`config.mk`:
```
export PLATFORM = sky130hd
export DESIGN_NAME = fetch_ctrl
export DESIGN_NICKNAME = d
export VERILOG_FILES = /design/src/rtl/fetch_ctrl.sv
export SDC_FILE = /design/constraint.sdc
export NUM_CORES = 1
export LEC_CHECK = 0
export BUFFER_PORTS_ARGS = -buffer_cell sky130_fd_sc_hd__buf_2
export CORE_MARGIN = 2
export CORE_UTILIZATION = 45
export DETAILED_ROUTE_END_ITERATION = 6
export PLACE_DENSITY = 0.75
export SYNTH_ARGS = -nofsm -noshare
export SYNTH_HDL_FRONTEND = slang
export SYNTH_SLANG_ARGS = --single-unit
```
`constraint.sdc`:
```
create_clock -name i_CLK -period 1.4 [get_ports i_CLK]
set_input_delay 0.28 -clock i_CLK [delete_from_list [all_inputs] [get_ports i_CLK]]
set_output_delay 0.28 -clock i_CLK [all_outputs]
set_load 0.02 [all_outputs]
```
`src/rtl/fetch_ctrl.sv`:
```
// fetch_ctrl: LC-3 instruction-fetch sequencer.
//   Runs the fetch phase MAR<-PC (PC<-PC+1), MDR<-M[MAR], IR<-MDR and
//   drives the PC register's load/mux controls for the increment.
//
// Ports
//   i_CLK, i_RST       clock, synchronous active-high reset
//   i_Fetch_Req        start a fetch (sampled only while idle)
//   i_PC               current PC from the PC register
//   i_Mem_Data/i_Mem_R memory read data / data-valid
//   o_MAR              memory address register
//   o_Mem_En           memory read enable
//   o_LD_PC/o_PCMUX    PC register load enable / source select (PC+1)
//   o_MDR, o_IR        memory data register, instruction register
//   o_Busy, o_Done     not idle / one-cycle completion pulse
//   o_Fault            sticky read-timeout flag
//
// Optional feature macro: FETCH_TIMEOUT_EN
//   Defined: a read that sees no i_Mem_R for TIMEOUT_CYCLES cycles aborts
//   to idle and sets o_Fault. Undefined: reads wait forever, o_Fault = 0.
module fetch_ctrl #(
  parameter int TIMEOUT_CYCLES = 16
) (
  input  logic        i_CLK,
  input  logic        i_RST,
  input  logic        i_Fetch_Req,
  input  logic [15:0] i_PC,
  input  logic [15:0] i_Mem_Data,
  input  logic        i_Mem_R,
  output logic [15:0] o_MAR,
  output logic        o_Mem_En,
  output logic        o_LD_PC,
  output logic [1:0]  o_PCMUX,
  output logic [15:0] o_MDR,
  output logic [15:0] o_IR,
  output logic        o_Busy,
  output logic        o_Done,
  output logic        o_Fault
);

  localparam logic [2:0] S_IDLE = 3'd0;
  localparam logic [2:0] S_ADDR = 3'd1;
  localparam logic [2:0] S_READ = 3'd2;
  localparam logic [2:0] S_LDIR = 3'd3;
  localparam logic [2:0] S_DONE = 3'd4;

  // The counter is 8 bits wide, so the limit must fit in 1..255.
  if (TIMEOUT_CYCLES < 1 || TIMEOUT_CYCLES > 255) begin : g_bad_timeout
    $error("fetch_ctrl: TIMEOUT_CYCLES must be in 1..255");
  end

  logic [2:0] state;

`ifdef FETCH_TIMEOUT_EN
  logic [7:0] tcnt;
  logic       fault;
  // tcnt counts the ready-less READ cycles already elapsed, so the limit
  // is hit in the cycle where one more idle cycle would reach the limit.
  logic       limit;
  assign limit   = (tcnt == 8'(TIMEOUT_CYCLES - 1));
  assign o_Fault = fault;
`else
  assign o_Fault = 1'b0;
`endif

  always_ff @(posedge i_CLK) begin
    if (i_RST) begin
      state <= S_IDLE;
      o_MAR <= 16'h0000;
      o_MDR <= 16'h0000;
      o_IR  <= 16'h0000;
`ifdef FETCH_TIMEOUT_EN
      tcnt  <= 8'd0;
      fault <= 1'b0;
`endif
    end else begin
      case (state)
        S_IDLE: if (i_Fetch_Req) state <= S_ADDR;
        S_ADDR: begin
          // PC register increments on this same edge; latch the old value.
          o_MAR <= i_PC;
`ifdef FETCH_TIMEOUT_EN
          tcnt  <= 8'd0;
`endif
          state <= S_READ;
        end
        S_READ: begin
          // Ready wins over the timeout when both land in the same cycle.
          if (i_Mem_R) begin
            o_MDR <= i_Mem_Data;
            state <= S_LDIR;
          end
`ifdef FETCH_TIMEOUT_EN
          else if (limit) begin
            fault <= 1'b1;
            state <= S_IDLE;
          end else begin
            tcnt <= tcnt + 8'd1;
          end
`endif
        end
        S_LDIR: begin
          o_IR  <= o_MDR;
          state <= S_DONE;
        end
        S_DONE:  state <= S_IDLE;
        default: state <= S_IDLE;
      endcase
    end
  end

  assign o_PCMUX  = 2'b00;
  assign o_LD_PC  = (state == S_ADDR);
  assign o_Mem_En = (state == S_READ);
  assign o_Busy   = (state != S_IDLE);
  assign o_Done   = (state == S_DONE);

endmodule

```
==> results of run 1 <==
layer usage:
| metal | vias up | global-route usage [%] | routed length [um] |
|---|---|---|---|
| li1 | 850 | - | - |
| met1 | 733 | 19.0 | 1800 |
| met2 | 47 | 25.6 | 1990 |
| met3 | 7 | 3.12 | 200 |
| met4 | 0 | 6.75 | 62 |
| met5 | - | 0 | 0 |
registers in the layout (all words and copies together), names as in the netlist:
name	cells
o_IR	16
o_MDR	16
o_MAR	16
state	3
layout by cell type, fill, tap and decap left out:
master	Yosys	final
sky130_fd_sc_hd__dfxtp_4	0	3
sky130_fd_sc_hd__clkinv_2	0	1
sky130_fd_sc_hd__nor3b_1	3	1
sky130_fd_sc_hd__nand3b_1	1	1
sky130_fd_sc_hd__clkinvlp_4	0	1
sky130_fd_sc_hd__or3_4	0	1
sky130_fd_sc_hd__nor4_1	1	1
sky130_fd_sc_hd__clkbuf_8	0	5
sky130_fd_sc_hd__mux2i_1	49	49
sky130_fd_sc_hd__nand2b_1	80	80
sky130_fd_sc_hd__and4bb_1	1	1
sky130_fd_sc_hd__nor2_1	1	1
sky130_fd_sc_hd__dfxtp_1	51	48
sky130_fd_sc_hd__clkbuf_1	9	1
sky130_fd_sc_hd__conb_1	1	3
sky130_fd_sc_hd__buf_4	5	6
sky130_fd_sc_hd__nor3_1	1	1
sky130_fd_sc_hd__nor3b_2	0	1
sky130_fd_sc_hd__xnor2_1	1	1
sky130_fd_sc_hd__buf_12	2	3
sky130_fd_sc_hd__buf_2	1	84
sky130_fd_sc_hd__nor3b_4	0	1
sky130_fd_sc_hd__buf_6	3	2
timing repair:
| action | 4_1_cts | 5_1_grt |
|---|---|---|
| gates cloned | 0 | 0 |
| pin swaps | 2 | 0 |
| setup buffers | 1 | 3 |
| setup endpoints to repair | 4 | 4 |
| resized for setup | 14 | 0 |
through the flow:
step                      instances  hold slack [ns]
after floorplan                 213            0.435
after global placement          351            0.456
after detailed placement        351            0.459
after CTS                       360            0.219
after global routing            363            0.224
final                           363            0.228
worst paths after layout:
check	from	endpoint	slack [ns]	cells after the start
worst min register to register	o_MAR[4]$_SDFFE_PP0P_	o_MAR[4]$_SDFFE_PP0P_	0.47	2
worst max-delay path	state[0]$_SDFFE_PP0P_	o_Busy	-0.08	2
worst max register to register	state[0]$_SDFFE_PP0P_	o_MAR[10]$_SDFFE_PP0P_	0.21	4
worst min-delay path	i_PC[9]	o_MAR[9]$_SDFFE_PP0P_	0.23	3
logic make-up (layout without fill, tap and decap cells):
group                     after synthesis  after routing  synth area share [%]
and+or+nand+nor                        89             89                  25.3
DFF                                    51             51                  45.6
muxes                                  49             49                  21.9
buffers and inverters                  20            103                  6.70
other                                   1              3                 0.167
xor gates and xnor gates                1              1                 0.391
tightest hold or removal path: stages:
cell                       delay (ns)
sky130_fd_sc_hd__buf_2           0.09
sky130_fd_sc_hd__nand2b_1        0.05
sky130_fd_sc_hd__mux2i_1         0.06
power by group through the flow:
| stage | combinational (uW) | clock, uW | sequential (uW) |
|---|---|---|---|
| 2_1_floorplan | 275 | 0 | 1630 |
| 3_3_place_gp | 443 | 0 | 1580 |
| 3_5_place_dp | 446 | 0 | 1580 |
| 4_1_cts | 469 | 848 | 1550 |
| 5_1_grt | 521 | 895 | 1550 |
| 6_report | 480 | 805 | 1550 |
final cells by class:
| cell class | instances | area [um^2] | area share [%] |
|---|---|---|---|
| Clock buffer | 6 | 72.6 | 2.55 |
| Clock inverter | 2 | 12.5 | 0.440 |
| Multi-Input combinational cell | 142 | 1100 | 38.5 |
| Sequential cell | 51 | 1030 | 36.3 |
| Tap cell | 67 | 83.8 | 2.95 |
| Timing Repair Buffer | 95 | 548 | 19.3 |
==> flow_summary.json, run 1 <==
{
  "run_status": "finished, violations left",
  "violated_checks": "negative setup slack",
  "leakage_uw": 0.00135,
  "max_stage_delay_ns": 0.39,
  "insertion_delay_ns": 0.29,
  "setup_ws_ns": -0.0772,
  "switching_fraction_of_total_power_pct": 25.8,
  "synth_top_cell_area_share_pct": 45.6,
  "synthCells": 211,
  "fillerInstances": 436,
  "wl_per_cell_um": 11.2,
  "largest_fanout_of_any_net_on_the_critical_path": 7,
  "syn-cell-area_mm2": 0.00224,
  "routed-via-count": 1637,
  "fin_skew_ns": 0.00992,
  "route.antenna.remaining_nets": 0,
  "timing.setup.tns_ns": -0.0772,
  "detail_route.iter0.violations": 64,
  "synth_common_cells": "sky130_fd_sc_hd__nand2b_1 (80), sky130_fd_sc_hd__dfxtp_1 (51), sky130_fd_sc_hd__mux2i_1 (49)",
  "grt-ovfl-total": 0,
  "detailedPlacementHpwl_um": 2730,
  "die_height_um": 74.5,
  "synthDistinctLibCells": 17,
  "vias_per_cell": 4.51,
  "number_of_antenna_repair_diodes": 0,
  "maxCapViolations": 0,
  "setup.worst_path.end_class": "output pin",
  "synth_async_sr_flop_share_pct": 0,
  "cp.buffers_inverters": 1,
  "ys_warn_count": 0,
  "post_route_cells_drive_above_1_share_pct": 36.5,
  "detail_route.wirelength_um": 4050,
  "hold_path_class": "in2reg",
  "drcViolationCount": 0,
  "power_frac_comb_pct": 16.9,
  "grt_antenna_before_repair": 0,
  "cts.path.max_buffers": 2,
  "global_route.usage.total_pct": 15.3,
  "cpMaxStageDelayCell": "sky130_fd_sc_hd__or3_4",
  "cts_hold_repair.buffers": 0,
  "clockRootBuffer": "sky130_fd_sc_hd__clkbuf_8",
  "synth.most_common_cell": "sky130_fd_sc_hd__nand2b_1",
  "internal_power_uw": 2100,
  "io_buffer_count": 87,
  "clock_power_share_pct": 28.5,
  "ratio_of_total_power_to_cell_area_mw_per_mm2": 995,
  "worst_ir_drop_vdd_uv": 668,
  "setup-violations-final": 1,
  "slew_violations": 0,
  "first_pass_iters": 4,
  "detailedPlace.worstSlack_ns": 0.120,
  "yosys_register_bits": 51,
  "timing.critical_path.required_ns": 1.12,
  "synth_area_leaders": "sky130_fd_sc_hd__dfxtp_1 (46%), sky130_fd_sc_hd__nand2b_1 (22%), sky130_fd_sc_hd__mux2i_1 (22%)",
  "timing.critical_path.cells": "or3_4 > buf_6",
  "final_min_period_over_clock_period_pct": 106,
  "report.power.total_uw": 2830,
  "number_of_enable_flip_flop_cells_after_synthesis": 0,
  "grt_first_pass_wirelength_um": 6560,
  "portion_of_the_post_synthesis_area_used_by_sequential_elements_pct": 45.6,
  "clock_sink_count": 51,
  "timing.final.hold_violations": 0,
  "ctsHtreeMaxLevel": 2,
  "layout.nets": 331,
  "tritoncts.num_buffers": 5,
  "yosysTopAreaCell": "sky130_fd_sc_hd__dfxtp_1",
  "critical_path.startpoint_type": "register",
  "vias_in_the_first_global_route": 1504,
  "grt_max_degree": 84,
  "rows": 25,
  "dpl_cell_area_mm2": 0.00269,
  "floorplan.die_area_mm2": 0.00556,
  "cts.clk_slew.worst_paths_ns": 0.09,
  "critical_path.top_delay_family": "simple AND/OR/NAND/NOR gates",
  "max_freq_mhz": 677,
  "top_level_ports": 91,
  "tritoncts_clock_tree": "yes",
  "worst-endpoint-arrival_ns": 1.20,
  "post_synth.cell_area_avg_um2": 10.6,
  "synth_top_flop_cell": "sky130_fd_sc_hd__dfxtp_1",
  "grt_setup_unrepaired": "true",
  "start_util_pct": 47.1,
  "fin_area_mm2": 0.00285,
  "power_switching_uw": 730,
  "final_util_pct": 59.8,
  "area_growth_pct": 27.0,
  "layout_min_cycle_time_ns": 1.48,
  "worstSetupPathType": "reg2out",
  "core_area_mm2": 0.00475,
  "die_width_um": 74.5,
  "seq_power_share_pct": 54.6,
  "routabilityCongestion": 0.695
}
Note: power is estimated with default switching activity, not from simulation.
==> run 2, diff against run 1 <==
Settings changed: ABC_AREA set to 1, PLACE_DENSITY 0.75 to 0.76, SETUP_SLACK_MARGIN set to 0.1.
==> run 2 against run 1 <==
Compared with the run above: the flow now finishes without violations; core utilization up 3.2 points; register-to-register slack got worse by 0.04 ns; clock power is 29% higher; critical path depth rose by 2; via count is 30% higher; critical path type unchanged.
==> flow_summary.json, run 2 <==
{
  "startpoint_of_the_most_critical_register_to_register_path": "state[2]$_SDFFE_PP0P_",
  "number_of_antenna_repair_diodes": 0,
  "floorplan.die_area_mm2": 0.00548,
  "grt_max_degree": 34,
  "cts.clk_slew.worst_paths_ns": 0.09,
  "synthCells": 332,
  "clock_power_share_pct": 27.6,
  "synth.most_common_cell": "sky130_fd_sc_hd__nor2_1",
  "worst-r2r-setup-slack_ns": 0.17,
  "syn-cell-area_mm2": 0.00221,
  "worst-endpoint-arrival_ns": 1.06,
  "setup-violations-final": 0,
  "worst_ir_drop_vdd_uv": 749,
  "synth_async_sr_flop_share_pct": 0,
  "critical_path.top_delay_family": "flip-flops",
  "max_stage_delay_ns": 0.37,
  "layout.nets": 461,
  "post_synth_xor_area_fraction_pct": 0,
  "post_synth.cell_area_avg_um2": 6.65,
  "power_switching_uw": 1180,
  "cts_hold_repair.buffers": 0,
  "ys_warn_count": 0,
  "start_util_pct": 46.8,
  "grt_first_pass_wirelength_um": 7780,
  "number_of_enable_flip_flop_cells_after_synthesis": 0,
  "clockRootBuffer": "sky130_fd_sc_hd__clkbuf_8",
  "setup.worst_path.end_class": "output pin",
  "fillerInstances": 452,
  "main_combinational_cell_family_by_area_after_synthesis": "simple AND/OR/NAND/NOR gates",
  "tritoncts_clock_tree": "yes",
  "synth_area_leaders": "sky130_fd_sc_hd__dfxtp_1 (46%), sky130_fd_sc_hd__nor2_1 (14%), sky130_fd_sc_hd__inv_1 (12%)",
  "detail_route.iter0.violations": 168,
  "global_route.usage.total_pct": 18.4,
  "worstSetupPathType": "reg2out",
  "timing.setup.tns_ns": 0,
  "final_common_cell": "sky130_fd_sc_hd__buf_2",
  "die_width_um": 74.1,
  "synth_top_cell_area_share_pct": 46.2,
  "wl_per_cell_um": 10.3,
  "core_area_mm2": 0.00472,
  "leakage_uw": 0.00167,
  "seq_power_share_pct": 44.7,
  "portion_of_the_post_synthesis_area_used_by_sequential_elements_pct": 46.2,
  "run_status": "finished, final reports clean",
  "maxCapViolations": 0,
  "timing.critical_path.required_ns": 1.12,
  "cts.path.max_buffers": 2,
  "power_frac_comb_pct": 27.7,
  "timing.final.hold_violations": 0,
  "setup_ws_ns": 0.0591,
  "max_freq_mhz": 746,
  "synth_top_flop_cell": "sky130_fd_sc_hd__dfxtp_1",
  "internal_power_uw": 2580,
  "detailedPlacementHpwl_um": 3550,
  "routabilityCongestion": 0.747,
  "route.antenna.remaining_nets": 0,
  "post_route_cells_drive_above_1_share_pct": 29.8,
  "switching_fraction_of_total_power_pct": 31.5,
  "yosysTopAreaCell": "sky130_fd_sc_hd__dfxtp_1",
  "report.power.total_uw": 3760,
  "detailedPlace.worstSlack_ns": 0.146,
  "synth_common_cells": "sky130_fd_sc_hd__nor2_1 (82), sky130_fd_sc_hd__inv_1 (70), sky130_fd_sc_hd__nand2_1 (67)",
  "slew_violations": 0,
  "multiInputGateArea_um2": 861,
  "layout.cells.most_common_list": "sky130_fd_sc_hd__buf_2 (83), sky130_fd_sc_hd__nor2_1 (82), sky130_fd_sc_hd__inv_1 (66)",
  "grt_antenna_before_repair": 0,
  "routed-via-count": 2132,
  "reg2reg_to": "o_MDR[13]$_SDFFE_PP0P_",
  "ratio_of_total_power_to_cell_area_mw_per_mm2": 1260,
  "final_min_period_over_clock_period_pct": 95.8,
  "die_height_um": 74.1,
  "worstHoldPathCells": 2,
  "critical_path.startpoint_type": "register",
  "reg2regPathDepth": 7,
  "crit_cells": 4,
  "detail_route.wirelength_um": 5100,
  "yosys_register_bits": 51,
  "whs_endpoint": "state[1]$_SDFFE_PP0P_",
  "fin_skew_ns": 0.0108,
  "insertion_delay_ns": 0.30,
  "layout_min_cycle_time_ns": 1.34,
  "clock_sink_count": 51,
  "hold_path_class": "in2reg",
  "worst_hold_slack_ns": 0.147,
  "first_pass_iters": 4,
  "rows": 25,
  "largestRegisters": "o_IR: 16 flops, o_MAR: 16 flops, o_MDR: 16 flops",
  "worstHoldStart": "i_RST",
  "top_level_ports": 91,
  "grt-ovfl-total": 0,
  "timing.critical_path.cells": "nor2_4 > nand2_2 > inv_2 > buf_6",
  "synth_compound_gate_area_share_pct": 4.08,
  "grt_setup_unrepaired": "true",
  "synthMuxAreaShare_pct": 0,
  "area_growth_pct": 34.8,
  "io_buffer_count": 87,
  "cpMaxStageDelayCell": "sky130_fd_sc_hd__dfxtp_4",
  "yosys.area_share.simple_pct": 32.3,
  "ctsHtreeMaxLevel": 2,
  "sequential_cell_area_mm2": 0.00103,
  "cp.buffers_inverters": 2,
  "tritoncts.num_buffers": 5,
  "vias_in_the_first_global_route": 1892,
  "drcViolationCount": 0,
  "post_synth_fa_ha_maj_area_fraction_pct": 0,
  "synthDistinctLibCells": 18,
  "vias_per_cell": 4.32,
  "largest_fanout_of_any_net_on_the_critical_path": 3
}
run 2: metal layers:
layer	global-route usage (%)	wire length, um	vias to the layer above	share of wire (%)
met2	33.7	2520	75	50
met3	3.39	302	9	5.9
met5	0	0	-	0
met4	8.69	91	0	1.8
li1	-	-	1152	-
met1	20.4	2180	896	43
run 2: timing repair:
| item | CTS | global route |
|---|---|---|
| gates cloned | 0 | 1 |
| resized for setup | 18 | 12 |
| pin swaps | 3 | 3 |
| setup buffers | 5 | 1 |
| setup endpoints to repair | 4 | 20 |
run 2: cell families after synthesis:
| group | count (synthesis) |
|---|---|
| AOI/OAI and AO/OA | 18 |
| buffers and inverters | 91 |
| and+or+nand+nor | 171 |
| DFF | 51 |
| other | 1 |
run 2: final cells by class:
cell class              count  share of cell area (%)
clock inverters             2                    1.18
multi-input cells         193                    28.9
clock buffers               6                    2.77
flip-flops and latches     51                    34.7
repair buffers            103                    20.6
well taps                  67                    2.82
inverters                  71                    9.04
run 2: power by group through the flow:
stage                     Clock (uW)  Combinational [uW]  Sequential, uW
final                           1040                1040            1680
after floorplan                    0                 484            1860
after detailed placement           0                 933            1710
after global placement             0                 915            1700
after global routing            1130                1160            1700
after CTS                       1070                 997            1680
run 2: how the worst max path moves through the flow:
stage | slack, ns | from | to
after floorplan | 0.15 | state[1]$_SDFFE_PP0P_ | o_Done
after global placement | 0.23 | state[0]$_SDFFE_PP0P_ | o_MDR[12]$_SDFFE_PP0P_
after detailed placement | 0.15 | state[0]$_SDFFE_PP0P_ | o_MDR[1]$_SDFFE_PP0P_
after CTS | 0.06 | state[1]$_SDFFE_PP0P_ | o_Done
after global routing | 0.02 | state[0]$_SDFFE_PP0P_ | o_Mem_En
final | 0.06 | state[2]$_SDFFE_PP0P_ | o_Mem_En
run 2: metrics by stage:
stage	util, %	area, um^2	instances
6_report	63.0	2980	493
3_5_place_dp	57.5	2710	478
2_1_floorplan	-	2220	334
4_1_cts	61.6	2910	491
5_1_grt	63.0	2980	493
3_3_place_gp	57.5	2710	478
